File: config.mk
export PLATFORM = sky130hd
export DESIGN_NAME = mem_arbiter
export DESIGN_NICKNAME = d
export VERILOG_FILES = /design/src/rtl/mem_arbiter.sv
export SDC_FILE = /design/constraint.sdc
export NUM_CORES = 1
export LEC_CHECK = 0
export CORE_MARGIN = 2
export CORE_UTILIZATION = 43
export DETAILED_ROUTE_END_ITERATION = 6
export GPL_TIMING_DRIVEN = 1
export MAX_ROUTING_LAYER = met4
export PLACE_DENSITY = 0.87
export SKIP_LAST_GASP = 1
export SLEW_MARGIN = 20
export SYNTH_ARGS = -nofsm -noshare
export SYNTH_HDL_FRONTEND = slang
export SYNTH_SLANG_ARGS = --single-unit
File: constraint.sdc
create_clock -name clk -period 3.33 [get_ports clk]
set_input_delay 0.333 -clock clk [delete_from_list [all_inputs] [get_ports clk]]
set_output_delay 0.333 -clock clk [all_outputs]
set_load 0.05 [all_outputs]
File: src/rtl/mem_arbiter.sv
// Two-port arbiter (CPU / DMA) in front of a single 64K x 8 memory.
// Fixed MEM_LAT-cycle access, one-cycle ack, round-robin or CPU-priority grant.
module mem_arbiter #(
  parameter int MEM_LAT  = 1,
  parameter bit CPU_PRIO = 1'b0
) (
  input  logic        clk,
  input  logic        reset,
  input  logic        cpu_req,
  input  logic        cpu_we,
  input  logic [15:0] cpu_addr,
  input  logic [7:0]  cpu_wdata,
  output logic        cpu_ack,
  output logic [7:0]  cpu_rdata,
  input  logic        dma_req,
  input  logic        dma_we,
  input  logic [15:0] dma_addr,
  input  logic [7:0]  dma_wdata,
  output logic        dma_ack,
  output logic [7:0]  dma_rdata,
  output logic [15:0] mem_addr,
  output logic        mem_read,
  output logic        mem_write,
  output logic [7:0]  mem_wdata,
  input  logic [7:0]  mem_rdata,
  output logic        owner,
  output logic        busy
);

  if (MEM_LAT < 1 || MEM_LAT > 15) begin : g_bad_mem_lat
    $error("mem_arbiter: MEM_LAT must be in 1..15");
  end

  localparam logic [3:0] LAT_M1 = 4'(MEM_LAT - 1);

  typedef enum logic [1:0] {IDLE, ACCESS, ACK} state_t;

  state_t      state_q;
  logic [3:0]  count_q;
  logic        op_q;
  logic        owner_q;
  logic        busy_q;
  logic        mem_read_q;
  logic        mem_write_q;
  logic        cpu_ack_q;
  logic        dma_ack_q;
  logic [15:0] mem_addr_q;
  logic [7:0]  mem_wdata_q;
  logic [7:0]  cpu_rdata_q;
  logic [7:0]  dma_rdata_q;

  logic        win_d;
  logic        sel_we_d;
  logic [15:0] sel_addr_d;
  logic [7:0]  sel_wdata_d;

  // Winner: 1 = DMA. On a tie without priority, the non-owner gets the grant.
  always_comb begin
    win_d = owner_q;
    if (cpu_req && dma_req) begin
      win_d = CPU_PRIO ? 1'b0 : ~owner_q;
    end else if (cpu_req) begin
      win_d = 1'b0;
    end else if (dma_req) begin
      win_d = 1'b1;
    end
    sel_we_d    = win_d ? dma_we    : cpu_we;
    sel_addr_d  = win_d ? dma_addr  : cpu_addr;
    sel_wdata_d = win_d ? dma_wdata : cpu_wdata;
  end

  always_ff @(posedge clk) begin
    if (reset) begin
      state_q     <= IDLE;
      count_q     <= 4'd0;
      op_q        <= 1'b0;
      owner_q     <= 1'b1;
      busy_q      <= 1'b0;
      mem_read_q  <= 1'b0;
      mem_write_q <= 1'b0;
      cpu_ack_q   <= 1'b0;
      dma_ack_q   <= 1'b0;
      mem_addr_q  <= 16'd0;
      mem_wdata_q <= 8'd0;
      cpu_rdata_q <= 8'd0;
      dma_rdata_q <= 8'd0;
    end else begin
      cpu_ack_q <= 1'b0;
      dma_ack_q <= 1'b0;
      case (state_q)
        IDLE: begin
          if (cpu_req || dma_req) begin
            owner_q     <= win_d;
            op_q        <= sel_we_d;
            mem_addr_q  <= sel_addr_d;
            mem_wdata_q <= sel_wdata_d;
            count_q     <= LAT_M1;
            mem_read_q  <= ~sel_we_d;
            mem_write_q <= sel_we_d;
            busy_q      <= 1'b1;
            state_q     <= ACCESS;
          end
        end
        ACCESS: begin
          if (count_q == 4'd0) begin
            if (!op_q) begin
              if (owner_q) dma_rdata_q <= mem_rdata;
              else         cpu_rdata_q <= mem_rdata;
            end
            mem_read_q  <= 1'b0;
            mem_write_q <= 1'b0;
            cpu_ack_q   <= ~owner_q;
            dma_ack_q   <= owner_q;
            state_q     <= ACK;
          end else begin
            count_q <= count_q - 4'd1;
          end
        end
        ACK: begin
          busy_q  <= 1'b0;
          state_q <= IDLE;
        end
        default: begin
          mem_read_q  <= 1'b0;
          mem_write_q <= 1'b0;
          busy_q      <= 1'b0;
          state_q     <= IDLE;
        end
      endcase
    end
  end

  assign cpu_ack   = cpu_ack_q;
  assign dma_ack   = dma_ack_q;
  assign cpu_rdata = cpu_rdata_q;
  assign dma_rdata = dma_rdata_q;
  assign mem_addr  = mem_addr_q;
  assign mem_wdata = mem_wdata_q;
  assign mem_read  = mem_read_q;
  assign mem_write = mem_write_q;
  assign owner     = owner_q;
  assign busy      = busy_q;

endmodule

==> results of run 1 <==
==> final cells by class <==
cell class / instances / area (µm²)
fillers: 373 / 1430
inverters: 3 / 11.3
clock inverters: 2 / 37.5
clock buffers: 6 / 82.6
well taps: 67 / 83.8
multi-input cells: 150 / 990
repair buffers: 110 / 1090
flip-flops and latches: 53 / 1060
==> through the flow <==
step                      cell area, µm²  total power [W]
after floorplan                     2150          0.00107
after global placement              3240          0.00125
after CTS                           3360          0.00171
after global routing                3360          0.00177
final                               3360          0.00169
after detailed placement            3240          0.00126
==> worst register-to-register path, stage by stage, from the launching register on <==
cell	delay, ns
dfxtp_1	0.35
inv_1	0.08
ha_1	0.17
nor3b_2	0.33
nand4b_1	0.56
mux2i_1	0.34
nor2_1	0.06
==> logic make-up after synthesis <==
group / Yosys count / synth area share (%)
AND/OR/NAND/NOR: 70 / 15.2
flip-flops: 53 / 49.3
multiplexers: 41 / 19.1
AO/OA/AOI/OAI: 35 / 9.19
buffers and inverters: 16 / 5.23
XOR/XNOR: 2 / 0.814
adder cells (fa/ha/maj): 2 / 1.16
==> worst paths after layout <==
path	from	slack [ns]	depth (start not counted)	endpoint
max reg2reg	count_q[0]$_SDFFE_PP0P_	1.34	6	dma_rdata[2]$_SDFFE_PP0P_
min	mem_addr[8]$_SDFFE_PP0P_	0.45	2	mem_addr[8]$_SDFFE_PP0P_
min reg2reg	mem_addr[8]$_SDFFE_PP0P_	0.45	2	mem_addr[8]$_SDFFE_PP0P_
max	owner$_SDFFE_PP1P_	1.24	1	owner
==> synthesized netlist by cell type <==
library cell,count,area (µm²)
nand2b_4,1,13.8
a211o_1,1,8.76
nor3b_1,2,15.0
or3b_2,1,8.76
nand3_1,3,15.0
dfxtp_1,53,1060
a211oi_1,1,7.51
nor3_1,5,25.0
and2_1,2,12.5
buf_2,2,10.0
o21ba_2,1,10.0
ha_1,2,25.0
a31oi_1,1,6.26
a21oi_1,1,5.00
nand4b_1,2,17.5
o21ai_1,22,110
xor2_1,2,17.5
clkbuf_2,1,5.00
clkbuf_1,1,3.75
o21ai_0,5,25.0
nor2_1,23,86.3
buf_8,1,15.0
a22o_1,1,8.76
o31ai_1,1,7.51
buf_4,2,15.0
a21oi_2,1,8.76
mux2i_1,41,410
buf_1,2,7.51
buf_6,4,45.0
nor3b_2,1,12.5
nand2_1,28,105
inv_1,3,11.3
nand3_2,1,10.0
nor2b_1,1,6.26
==> routing by layer <==
metal	vias to the layer above	global-route usage [%]	routed length [µm]	share of wire, %
li1	952	-	-	-
met1	887	26.7	2420	43
met2	79	35.6	2650	47
met3	4	6.02	521	9.2
met4	0	5.36	42	0.75
met5	-	-	0	0
==> registers in the layout, summed over array words and instances, names as in the netlist <==
register / count
mem_addr: 16
cpu_rdata: 8
dma_rdata: 8
mem_wdata: 8
count_q: 4
state_q: 2
busy: 1
cpu_ack: 1
dma_ack: 1
mem_read: 1
mem_write: 1
op_q: 1
owner: 1
==> power breakdown <==
group / switching, W / internal (W)
clock network: 0.000203 / 0.000244
logic: 0.000308 / 0.000215
registers: 0.0000315 / 0.000688
total: 0.000542 / 0.00115
==> metrics.csv, run 1 <==
metric,value,unit
critPathLaunchType,flip-flop,
dp.cells,383,
row_count,25,
clockBufferDepth,2,
final_cells,391,
root_buffer,clkbuf_8,
n_antenna_cell,0,
drt_iter0_drc,65,
preCtsSetupSlack,1.20,ns
ys_types,34,
route.detailed.drc,0,
clock_latency,0.30,ns
h-tree-depth,2,
viasPerCell,4.92,
ys_seq_area_share,49.3,%
final_net_count,387,
period_minus_slack,2.09,ns
syn_nets,283,
required,3.00,ns
core,4790,µm²
first_global_vias,1846,
grt.overflow.total,0,
area_delta_synth_final,56.1,%
cpMaxStageDelayCell,clkdlybuf4s50_1,
io_pins,108,
post_cts_resize_count,0,
cts_buffers,5,
avgSynthCellArea,9.83,µm²
tightest_slew,0.667,ns
antenna_found_initial,0,
tns,0,ns
path_clk_slew,0.09,ns
wl_per_cell,14.4,µm
routed_wl,5640,µm
skew,0.00796,ns
cp_max_fo,8,
slew_headroom,55.4,%
crit_type,flip-flop to output pin,
path_delay_family,buffers and inverters,
endpoint_kind,output pin,
fin_crit_sh,62.9,%
finalSetupViolations,0,
syn_inst,219,
design.die.area,5590,µm²
p_leak,1.38,nW
power.density,503,nW/µm²
die_h,74.7,µm
post_cts_buffers,0,
first_pass_iters,4,
layout-drive-gt1-share,5.56,%
setup_ws,1.24,ns
ys_warn_count,0,
ant_nets,0,
hold_class,flip-flop to flip-flop,
fmax,0.477,GHz
layout_common_cells,"clkdlybuf4s50_1, dfxtp_1, mux2i_1",
syn_area,2150,µm²
hold_buffers,0,
grt_max_degree,26,
status,"complete, no violations",
gp_congestion,0.820,
cp_cell_sequence,clkdlybuf4s50_1,
grt_util_all_layers,21.7,%
vias,1922,
port_buffers,107,
rsz0062_at_grt,false,
slew_viol_final,0,
synth_seq_cells,53,
mostFrequentLayoutCell,clkdlybuf4s50_1,
fin_hold_ws,0.450,ns
path_buf_inv,1,
initial_core_util,45.0,%
drv_cap,0,
die-width,74.7,µm
arrival,1.76,ns
utilization,70.2,%
dp_hpwl,4270,µm
max_stage_delay,0.89,ns
cts.sinks,53,
cts_tree,done,
ir_drop,0.300,mV
hold_viol,0,
grt_pass1_wl,8990,µm
Power figures use the tool's default switching activity.
==> run 2: changes to the inputs <==
--- a/config.mk
+++ b/config.mk
@@ -6,11 +6,11 @@
 export NUM_CORES = 1
 export LEC_CHECK = 0
 export CORE_MARGIN = 2
-export CORE_UTILIZATION = 43
+export CORE_UTILIZATION = 40
 export DETAILED_ROUTE_END_ITERATION = 6
 export GPL_TIMING_DRIVEN = 1
 export MAX_ROUTING_LAYER = met4
-export PLACE_DENSITY = 0.87
+export PLACE_DENSITY = 0.82
 export SKIP_LAST_GASP = 1
 export SLEW_MARGIN = 20
 export SYNTH_ARGS = -nofsm -noshare
==> constraint.sdc (replaced) <==
create_clock -name clk -period 2.18 [get_ports clk]
set_input_delay 0.218 -clock clk [delete_from_list [all_inputs] [get_ports clk]]
set_output_delay 0.218 -clock clk [all_outputs]
set_load 0.05 [all_outputs]
==> run 2 against run 1 <==
Sequential power rose by 53%. Clock power is 51% higher. Cell count is 1.5% higher. First-iteration DRC count rose by 3.1%. Wire length decreased by 1.5%. Critical endpoint unchanged. Clock-buffer cell count increased by 1. Sequential cell count stayed put. Combinational power grew 54%. Global-route usage decreased by 2.0 points. Via count shrank 1.5%. Cell area rose by 0.67%. Die area up 7.1%.
==> metrics.csv, run 2 (synthesis gave the netlist of run 1 again) <==
metric,value,unit
fin_hold_ws,0.453,ns
port_buffers,107,
cp_cell_sequence,clkdlybuf4s50_1,
drt_iter0_drc,67,
ant_nets,0,
crit_type,flip-flop to output pin,
skew,0.00696,ns
vias,1893,
p_leak,1.40,nW
grt_max_degree,30,
grt.overflow.total,0,
row_count,26,
io_pins,108,
required,1.96,ns
area_delta_synth_final,57.2,%
fmax,0.513,GHz
cp_max_fo,8,
clockBufferDepth,2,
design.die.area,5980,µm²
post_cts_resize_count,0,
hold_viol,0,
path_delay_family,buffers and inverters,
antenna_found_initial,0,
endpoint_kind,output pin,
largest_register_ffs,16,
drv_cap,0,
grt_pass1_wl,9120,µm
tns,0,ns
max_stage_delay,0.89,ns
post_cts_buffers,0,
clock_latency,0.30,ns
cts_tree,done,
gp_congestion,0.849,
dp_hpwl,4290,µm
use_met1,22.1,%
fin_crit_sh,89.3,%
wl_per_cell,14.0,µm
arrival,1.73,ns
grt-busiest-layer,met2,
path_buf_inv,1,
finalSetupViolations,0,
hold_buffers,0,
routed_wl,5550,µm
cts.sinks,53,
path_clk_slew,0.09,ns
critPathLaunchType,flip-flop,
grtUsageMet2,33.9,%
slew_viol_final,0,
ir_drop,0.485,mV
utilization,65.8,%
period_minus_slack,1.95,ns
status,"complete, no violations",
first_global_vias,1908,
first_pass_iters,4,
placed_area,3270,µm²
slew_headroom,64.6,%
route.detailed.drc,0,
core,5140,µm²
tightest_slew,0.529,ns
initial_core_util,41.9,%
power.density,763,nW/µm²
die_h,77.4,µm
n_antenna_cell,0,
grt_util_met3,5.00,%
layout_common_cells,"clkdlybuf4s50_1, dfxtp_1, mux2i_1",
fill_cells,425,
grt_util_all_layers,19.7,%
layout-drive-gt1-share,6.12,%
post-route-cell-area,3380,µm²
viasPerCell,4.77,
h-tree-depth,2,
mostFrequentLayoutCell,clkdlybuf4s50_1,
final_net_count,390,
hold_class,flip-flop to flip-flop,
cpMaxStageDelayCell,clkdlybuf4s50_1,
cts_buffers,5,
rsz0062_at_grt,false,
die-width,77.4,µm
root_buffer,clkbuf_8,
[run 2: cell count changes in the layout (fill, tap and decap cells not counted)]
cell,before,now
buf_4,3,6
clkinvlp_4,1,0
clkbuf_1,0,1
[run 2: per-layer routing]
layer | wire length (µm) | up-vias | part of all wire (%)
met4 | 55 | 0 | 0.99
met2 | 2780 | 66 | 50
met5 | 0 | - | 0
li1 | - | 966 | -
met1 | 2380 | 859 | 43
met3 | 338 | 2 | 6.1
[run 2: worst paths after layout]
path	depth (start not counted)	endpoint	slack [ns]	startpoint
worst min-delay path	2	mem_wdata[3]$_SDFFE_PP0P_	0.45	mem_wdata[3]$_SDFFE_PP0P_
worst max register to register	6	cpu_rdata[4]$_SDFFE_PP0P_	0.51	count_q[0]$_SDFFE_PP0P_
worst min register to register	2	mem_wdata[3]$_SDFFE_PP0P_	0.45	mem_wdata[3]$_SDFFE_PP0P_
worst max-delay path	1	owner	0.23	owner$_SDFFE_PP1P_
[run 2: cell type report]
cell class	count	area (µm²)	area share (%)
multi-input combinational	150	990	29.3
clock buffer	7	86.3	2.55
sequential	53	1060	31.4
tap	70	87.6	2.59
timing repair buffer	113	1120	33.0
clock inverter	1	30.0	0.888
inverter	3	11.3	0.333
[run 2: report_power, final]
part           internal, W  switching [W]
sequential         0.00105      0.0000479
combinational     0.000336       0.000470
clock             0.000375       0.000300
total              0.00176       0.000818
[run 2: stage by stage]
stage	cells	power [W]	setup slack (ns)
floorplan	219	0.00163	0.563
global placement	389	0.00192	0.484
detailed placement	389	0.00193	0.412
CTS	397	0.00260	0.221
global route	397	0.00269	0.158
finish	397	0.00258	0.233
